$ cat src/rtl/rf_gfx_pkg.sv
// Shared sprite record and scroll FSM encoding for the background scroller.
package rf_gfx_pkg;

  localparam int unsigned COORD_W = 11;

  typedef struct packed {
    logic [COORD_W-1:0] img_id;
    logic [COORD_W-1:0] x;
    logic [COORD_W-1:0] y;
    logic [COORD_W-1:0] width;
    logic [COORD_W-1:0] height;
  } sprite_state_t;

  typedef enum logic [1:0] {
    STOPPED = 2'd0,
    ACCEL   = 2'd1,
    CRUISE  = 2'd2,
    DECEL   = 2'd3
  } scroll_fsm_t;

endpackage

$ cat src/rtl/scroll_layer.sv
// One parallax layer: sub-pixel vertical position accumulator with modulo wrap.
module scroll_layer
  import rf_gfx_pkg::*;
#(
  parameter int unsigned SHIFT   = 0,
  parameter int unsigned SPEED_W = 8,
  parameter int unsigned FRAC_W  = 4,
  parameter int unsigned WRAP_Y  = 480
) (
  input  logic               clk,
  input  logic               resetN,
  input  logic               frame_start,
  input  logic [SPEED_W-1:0] speed,
  output logic [COORD_W-1:0] y,
  output logic               wrap_pulse
);

  localparam int unsigned POS_W = COORD_W + FRAC_W;
  localparam logic [POS_W-1:0] WRAP_LIM = POS_W'(WRAP_Y << FRAC_W);

  logic [POS_W-1:0] pos;
  logic [POS_W-1:0] pos_sum;
  logic [POS_W-1:0] pos_nxt;
  logic             wrap;

  always_comb begin
    pos_sum = pos + POS_W'(speed >> SHIFT);
    wrap    = (pos_sum >= WRAP_LIM);
    pos_nxt = wrap ? (pos_sum - WRAP_LIM) : pos_sum;
  end

  always_ff @(posedge clk or negedge resetN) begin
    if (!resetN) begin
      pos        <= '0;
      wrap_pulse <= 1'b0;
    end else if (frame_start) begin
      pos        <= pos_nxt;
      wrap_pulse <= wrap;
    end else begin
      wrap_pulse <= 1'b0;
    end
  end

  assign y = pos[POS_W-1:FRAC_W];

endmodule

$ cat src/rtl/background_scroller.sv
// Multi-layer parallax background: speed ramp FSM, per-layer scroll, odometer.
module background_scroller
  import rf_gfx_pkg::*;
#(
  parameter int unsigned N_LAYERS    = 3,
  parameter int unsigned FRAC_W      = 4,
  parameter int unsigned SPEED_W     = 8,
  parameter int unsigned ACCEL_STEP  = 1,
  parameter int unsigned MAX_SPEED   = 'h40,
  parameter int unsigned WRAP_Y      = 480,
  parameter int unsigned IMG_ID_BASE = 31,
  parameter int unsigned X_POS       = 106,
  parameter int unsigned WIDTH       = 318,
  parameter int unsigned HEIGHT      = 32,
  parameter int unsigned DIST_W      = 16
) (
  input  logic                               clk,
  input  logic                               resetN,
  input  logic                               frame_start,
  input  logic                               go,
  input  logic                               stop,
  input  logic [SPEED_W-1:0]                 target_speed,
  output sprite_state_t [N_LAYERS-1:0]       layer_state,
  output logic [SPEED_W-1:0]                 cur_speed,
  output logic [1:0]                         scroll_fsm,
  output logic [N_LAYERS-1:0]                wrap_pulse,
  output logic [DIST_W-1:0]                  distance
);

  localparam logic [SPEED_W-1:0] MAX_SPD = SPEED_W'(MAX_SPEED);
  localparam logic [SPEED_W-1:0] STEP    = SPEED_W'(ACCEL_STEP);
  localparam int unsigned        CARRY_W = SPEED_W - FRAC_W + 1;

  scroll_fsm_t        state;
  scroll_fsm_t        state_nxt;
  logic [SPEED_W-1:0] speed_nxt;
  logic [SPEED_W-1:0] tgt;
  logic [SPEED_W-1:0] eff_tgt;
  logic [SPEED_W:0]   up;

  logic [FRAC_W-1:0]  odo_frac;
  logic [SPEED_W:0]   odo_sum;
  logic [CARRY_W-1:0] carry;
  logic [DIST_W:0]    dist_sum;

  // Every move decision steps the speed in the same frame it is taken.
  always_comb begin
    state_nxt = state;
    speed_nxt = cur_speed;
    tgt       = (target_speed > MAX_SPD) ? MAX_SPD : target_speed;
    eff_tgt   = stop ? '0 : tgt;
    up        = (SPEED_W+1)'(cur_speed) + (SPEED_W+1)'(STEP);
    if (state != STOPPED || (go && !stop)) begin
      if (eff_tgt > cur_speed) begin
        speed_nxt = (up >= (SPEED_W+1)'(eff_tgt)) ? eff_tgt : up[SPEED_W-1:0];
        state_nxt = (speed_nxt == eff_tgt) ? CRUISE : ACCEL;
      end else if (eff_tgt < cur_speed) begin
        speed_nxt = ((cur_speed - eff_tgt) <= STEP) ? eff_tgt : (cur_speed - STEP);
        if (speed_nxt == '0) begin
          state_nxt = STOPPED;
        end else if (speed_nxt == eff_tgt) begin
          state_nxt = CRUISE;
        end else begin
          state_nxt = DECEL;
        end
      end else begin
        state_nxt = (cur_speed == '0) ? STOPPED : CRUISE;
      end
    end
  end

  always_ff @(posedge clk or negedge resetN) begin
    if (!resetN) begin
      state     <= STOPPED;
      cur_speed <= '0;
    end else if (frame_start) begin
      state     <= state_nxt;
      cur_speed <= speed_nxt;
    end
  end

  assign scroll_fsm = state;

  // Odometer tracks layer 0's fraction; wrapping removes whole pixels only.
  always_comb begin
    odo_sum  = (SPEED_W+1)'(odo_frac) + (SPEED_W+1)'(cur_speed);
    carry    = odo_sum[SPEED_W:FRAC_W];
    dist_sum = (DIST_W+1)'(distance) + (DIST_W+1)'(carry);
  end

  always_ff @(posedge clk or negedge resetN) begin
    if (!resetN) begin
      odo_frac <= '0;
      distance <= '0;
    end else if (frame_start) begin
      odo_frac <= odo_sum[FRAC_W-1:0];
      distance <= dist_sum[DIST_W] ? '1 : dist_sum[DIST_W-1:0];
    end
  end

  for (genvar k = 0; k < N_LAYERS; k++) begin : g_layer
    logic [COORD_W-1:0] y;

    scroll_layer #(
      .SHIFT   (k),
      .SPEED_W (SPEED_W),
      .FRAC_W  (FRAC_W),
      .WRAP_Y  (WRAP_Y)
    ) u_layer (
      .clk         (clk),
      .resetN      (resetN),
      .frame_start (frame_start),
      .speed       (cur_speed),
      .y           (y),
      .wrap_pulse  (wrap_pulse[k])
    );

    assign layer_state[k] = '{
      img_id: COORD_W'(IMG_ID_BASE + k),
      x:      COORD_W'(X_POS),
      y:      y,
      width:  COORD_W'(WIDTH),
      height: COORD_W'(HEIGHT)
    };
  end

endmodule
$ cat config.mk
export PLATFORM = sky130hd
export DESIGN_NAME = background_scroller
export DESIGN_NICKNAME = d
export VERILOG_FILES = /design/src/rtl/rf_gfx_pkg.sv /design/src/rtl/scroll_layer.sv /design/src/rtl/background_scroller.sv
export SDC_FILE = /design/constraint.sdc
export NUM_CORES = 1
export LEC_CHECK = 0
export ABC_CLOCK_PERIOD_IN_PS = 7260
export CAP_MARGIN = 20
export CORE_MARGIN = 2
export CORE_UTILIZATION = 55
export CTS_CLUSTER_DIAMETER = 50
export CTS_CLUSTER_SIZE = 10
export DETAILED_ROUTE_END_ITERATION = 16
export GPL_TIMING_DRIVEN = 0
export PLACE_DENSITY = 0.95
export SLEW_MARGIN = 20
export SYNTH_ARGS = -nofsm -noshare
export SYNTH_HDL_FRONTEND = slang
export SYNTH_SLANG_ARGS = --single-unit
$ cat constraint.sdc
create_clock -name clk -period 7.26 [get_ports clk]
set_clock_uncertainty 0.05 [all_clocks]
set_input_delay 1.089 -clock clk [delete_from_list [all_inputs] [get_ports clk]]
set_output_delay 1.089 -clock clk [all_outputs]
set_load 0.1 [all_outputs]
==> results.md <==
- The flow ran to the end, and the final reports show no timing, DRC or antenna violations.
- Summing over every cut layer, the via total after detailed routing is 7047.
- The height of the chip is between 100 and 150 um.
- The total routing resource utilization after global routing is between 20% and 30%.
- The share of final-layout standard cells stronger than drive strength 1 is 20.2%.
- The effective utilization at floorplan is 55.9%.
- The destination of the worst hold path is g_layer[0].u_layer.pos[0].
- Counting the fill cells in the layout gives between 1000 and 1500.
- The remaining number of nets flagged by the antenna check after routing is 0.
- For this block, the initial DRC count from the detailed router was 586.
- The count of final max-slew check failures is 0.
- After synthesis the cells add up to 8030 um2.
- Yosys attributes the largest share of cell area to dfrtp_1 (24%), buf_4 (16%), ha_1 (8.1%).
- The classification of the worst setup path is in -> reg.
- The top cell type by area accounts for between 20% and 30% of the synthesized area.
- The root buffer cell chosen for the clock tree is clkbuf_16.
- In this run the tool buffered the top-level ports with between 70 and 80 buffer cells.
- Along the worst hold path, the cell count comes to 1.
- The maximum fanout count along the critical path is 10.
- Clock tree synthesis found a total of 78 sinks.
- The worst register-to-register path has a depth of 14.
- The total die area is 15600 um2.
- The number of buffers on the longest clock path is 2.
- Buffers inserted during clock tree synthesis total 9.
- After layout, the worst path uses about two thirds of the clock period.
- The mean instance size in the synthesized netlist is around 8.6 um2.
- The multi-input combinational cells in the finished layout cover a total of ~5000 um2.
- The global route total overflow is 0.
- The wire length of the first global-routing pass is roughly 32000 um.
- Routability-driven placement finished with a final weighted congestion of 0.928.
- In the synthesized netlist, the number of instances is about 930.
- The count of yosys warnings during synthesis is 0.
- The number of H-tree levels is 3.
- The number of flops mapped to enable cells by yosys is 0.
- Synthesis inferred slightly below 80 register bits.
- The total of endpoints with negative setup slack in the final report is 0.
- Dividing the detail-routed wire length by the instance count gives 14.2 um.
- Setup repair after global routing left no endpoint under its margin.
- The largest stage delay on the critical path is 0.48 ns.
- The share of synthesized area occupied by flip-flops and latches is between 20% and 30%.
- The cell taking the most area after synthesis is dfrtp_1.
- The maximum frequency from static timing analysis is 212 MHz.
- The total wire length is 19100 um.
- Summed over all failing endpoints, the final setup total negative slack is 0 ns.
- The worst-case register-to-register setup slack is ~3 ns.
- The half-perimeter wire length after detailed placement is 14600 um.
- Entering global routing, the biggest net connects between 40 and 50 pins.
- The number of antenna violations at the first check in global routing is 0.
- The smallest clock period supported by the final layout is computed as 4.73 ns.
- The reg-to-reg critical path endpoint is g_layer[2].u_layer.pos[13].
- STA classifies the critical path endpoint as a flip-flop.
- Data on the critical path is required at its endpoint by 7.49 ns.
- At the pin with the least slew margin, the transition time is 1.01 ns.
- The horizontal die dimension is 125 um.
- In the routed layout, each cell is associated on average with a via count of between 5 and 6.
- Gates resized during post-CTS repair numbered 0.
- Once the clock tree was built, the setup fixing pass inserted 0 buffers.
- The worst hold path belongs to the class reg -> reg.
- The worst min-delay path startpoint is g_layer[0].u_layer.pos[0].
- The net count of the finished layout is 1221.
- The tool flagged a number of max-cap violations equal to 0.
- By count the netlist is led by buf_4 (168), dfrtp_1 (78), nand2_1 (63), nor2_1 (53), ha_1 (52).
- For the worst setup path, the data arrival time is slightly below 5 ns.
- Clock-pin slew was measured on the worst setup and hold paths at 0.07 ns.
- The count of hold buffers inserted by post-cts repair is 0.
- The count of inserted antenna diode cells is 0.
- The signal on the critical path passes through clkdlybuf4s50_1, nor3_2, nand2_1, ha_1, nor2b_1, o21ai_1, nand2b_1, a221o_1, a21o_1, nor3_4, a21oi_1, a221o_1, o21ai_1.
- Counting flops with an async set or reset pin after synthesis yields a share of 100%.
- The area used by sequential logic in the layout is 1950 um2.
- The via count of the first global-routing pass came to 6775.
- The number of different library cells used by synthesis comes to 88.
- The most repeated cell in the gate-level netlist after synthesis is buf_4.
- The startpoint class of the critical path is a primary input.
- TritonCTS built the clock tree.
- The standard cell with the maximum stage delay on the critical path is nor3_2.
- The final hold violation count is 0.
- In this run the critical register-to-register path is launched from cur_speed[3].
- For this design the top-level I/O count stands at 207.
- The predominant post-synthesis flop cell is dfrtp_1.
- The insertion delay of the later-clocked pin in the worst-skew pair is 0.36 ns.
- The worst slew margin relative to its limit is 32.5%.
- The DRC violation count after routing is 0.
- In this run the standard cell core region covers 14400 um2.
- The synthesis-to-finish area growth is 22.0%.
- The first-pass iteration count of the detailed router is 5.
- The site row count is 44.
==> critical path, delay by kind of cell <==
family                   cells  cell delay (ns)
AO/OA/AOI/OAI                6             1.55
AND/OR/NAND/NOR              5             1.48
buffers and inverters        1             0.44
adder cells (fa/ha/maj)      1             0.38
==> area by class of cell <==
type | count | share of cell area (%)
clock inverters | 7 | 0.639
inverters | 41 | 1.57
plain buffers | 196 | 14.0
flip-flops and latches | 78 | 19.9
multi-input cells | 750 | 51.5
repair buffers | 74 | 7.71
well taps | 184 | 2.35
clock buffers | 9 | 2.30
==> flip-flops by register name, indices dropped and copies added, names as in the netlist <==
register                    flops
g_layer.u_layer.wrap_pulse      3
odo_frac                        4
cur_speed                       8
scroll_fsm                      2
g_layer.u_layer.pos            45
distance                       16
==> cell usage in the layout (no fill, tap or decap), types with 9 or more instances in the layout <==
| master | Yosys | routed |
|---|---|---|
| buf_4 | 168 | 169 |
| conb_1 | 2 | 134 |
| dfrtp_1 | 78 | 78 |
| clkdlybuf4s50_1 | 0 | 72 |
| nand2_1 | 63 | 63 |
| nor2_1 | 53 | 53 |
| ha_1 | 52 | 52 |
| xnor2_1 | 51 | 51 |
| inv_1 | 40 | 40 |
| a21oi_1 | 36 | 36 |
| o21ai_0 | 34 | 34 |
| xor2_1 | 28 | 28 |
| nand3_1 | 27 | 27 |
| clkbuf_1 | 19 | 19 |
| mux2_2 | 19 | 19 |
| nor3_1 | 16 | 16 |
| a21o_1 | 13 | 13 |
| and3_1 | 11 | 11 |
| nor2b_1 | 10 | 10 |
| or3_1 | 9 | 9 |
| o21ai_1 | 9 | 9 |
| nand4_1 | 9 | 9 |
| clkbuf_16 | 0 | 9 |
==> per-stage QoR <==
stage	area [um2]	setup WS, ns	utilization (%)	cells	hold WS [ns]
2_1_floorplan	8520	2.95	-	1065	0.407
3_3_place_gp	9480	2.26	66.0	1322	0.426
3_5_place_dp	9510	2.24	66.2	1323	0.448
4_1_cts	9800	2.60	68.2	1339	0.462
5_1_grt	9800	2.24	68.2	1339	0.480
6_report	9800	2.53	68.2	1339	0.467
==> routing by layer <==
metal,part of all wire [%],routed length [um],global-route usage (%)
met5,0,0,0
met4,2.3,437,8.37
met3,7.3,1390,4.81
met2,51,9670,43.2
met1,40,7580,29.5
==> how the worst max path moves through the flow <==
stage / slack (ns) / to / start / cells after the start
final: 2.53 / cur_speed[1] / stop / 13
after global routing: 2.24 / cur_speed[2] / stop / 15
after CTS: 2.60 / cur_speed[1] / stop / 13
after detailed placement: 2.24 / cur_speed[1] / stop / 13
after global placement: 2.26 / cur_speed[2] / stop / 13
after floorplan: 2.95 / distance[15] / cur_speed[1] / 17
==> kinds of logic (layout without fill, tap and decap cells) <==
group	after synthesis	in the layout	synth area share, %
and+or+nand+nor	252	252	16.2
buffers and inverters	237	327	19.0
AOI/OAI and AO/OA	201	201	18.6
xor gates and xnor gates	79	79	8.62
DFF	78	78	24.3
adders and majority gates	58	58	9.60
muxes	26	26	3.54
other	2	134	0.0936
Power is not shown: default switching activity piles up to over one toggle a cycle in this logic, so the estimate is an artifact.
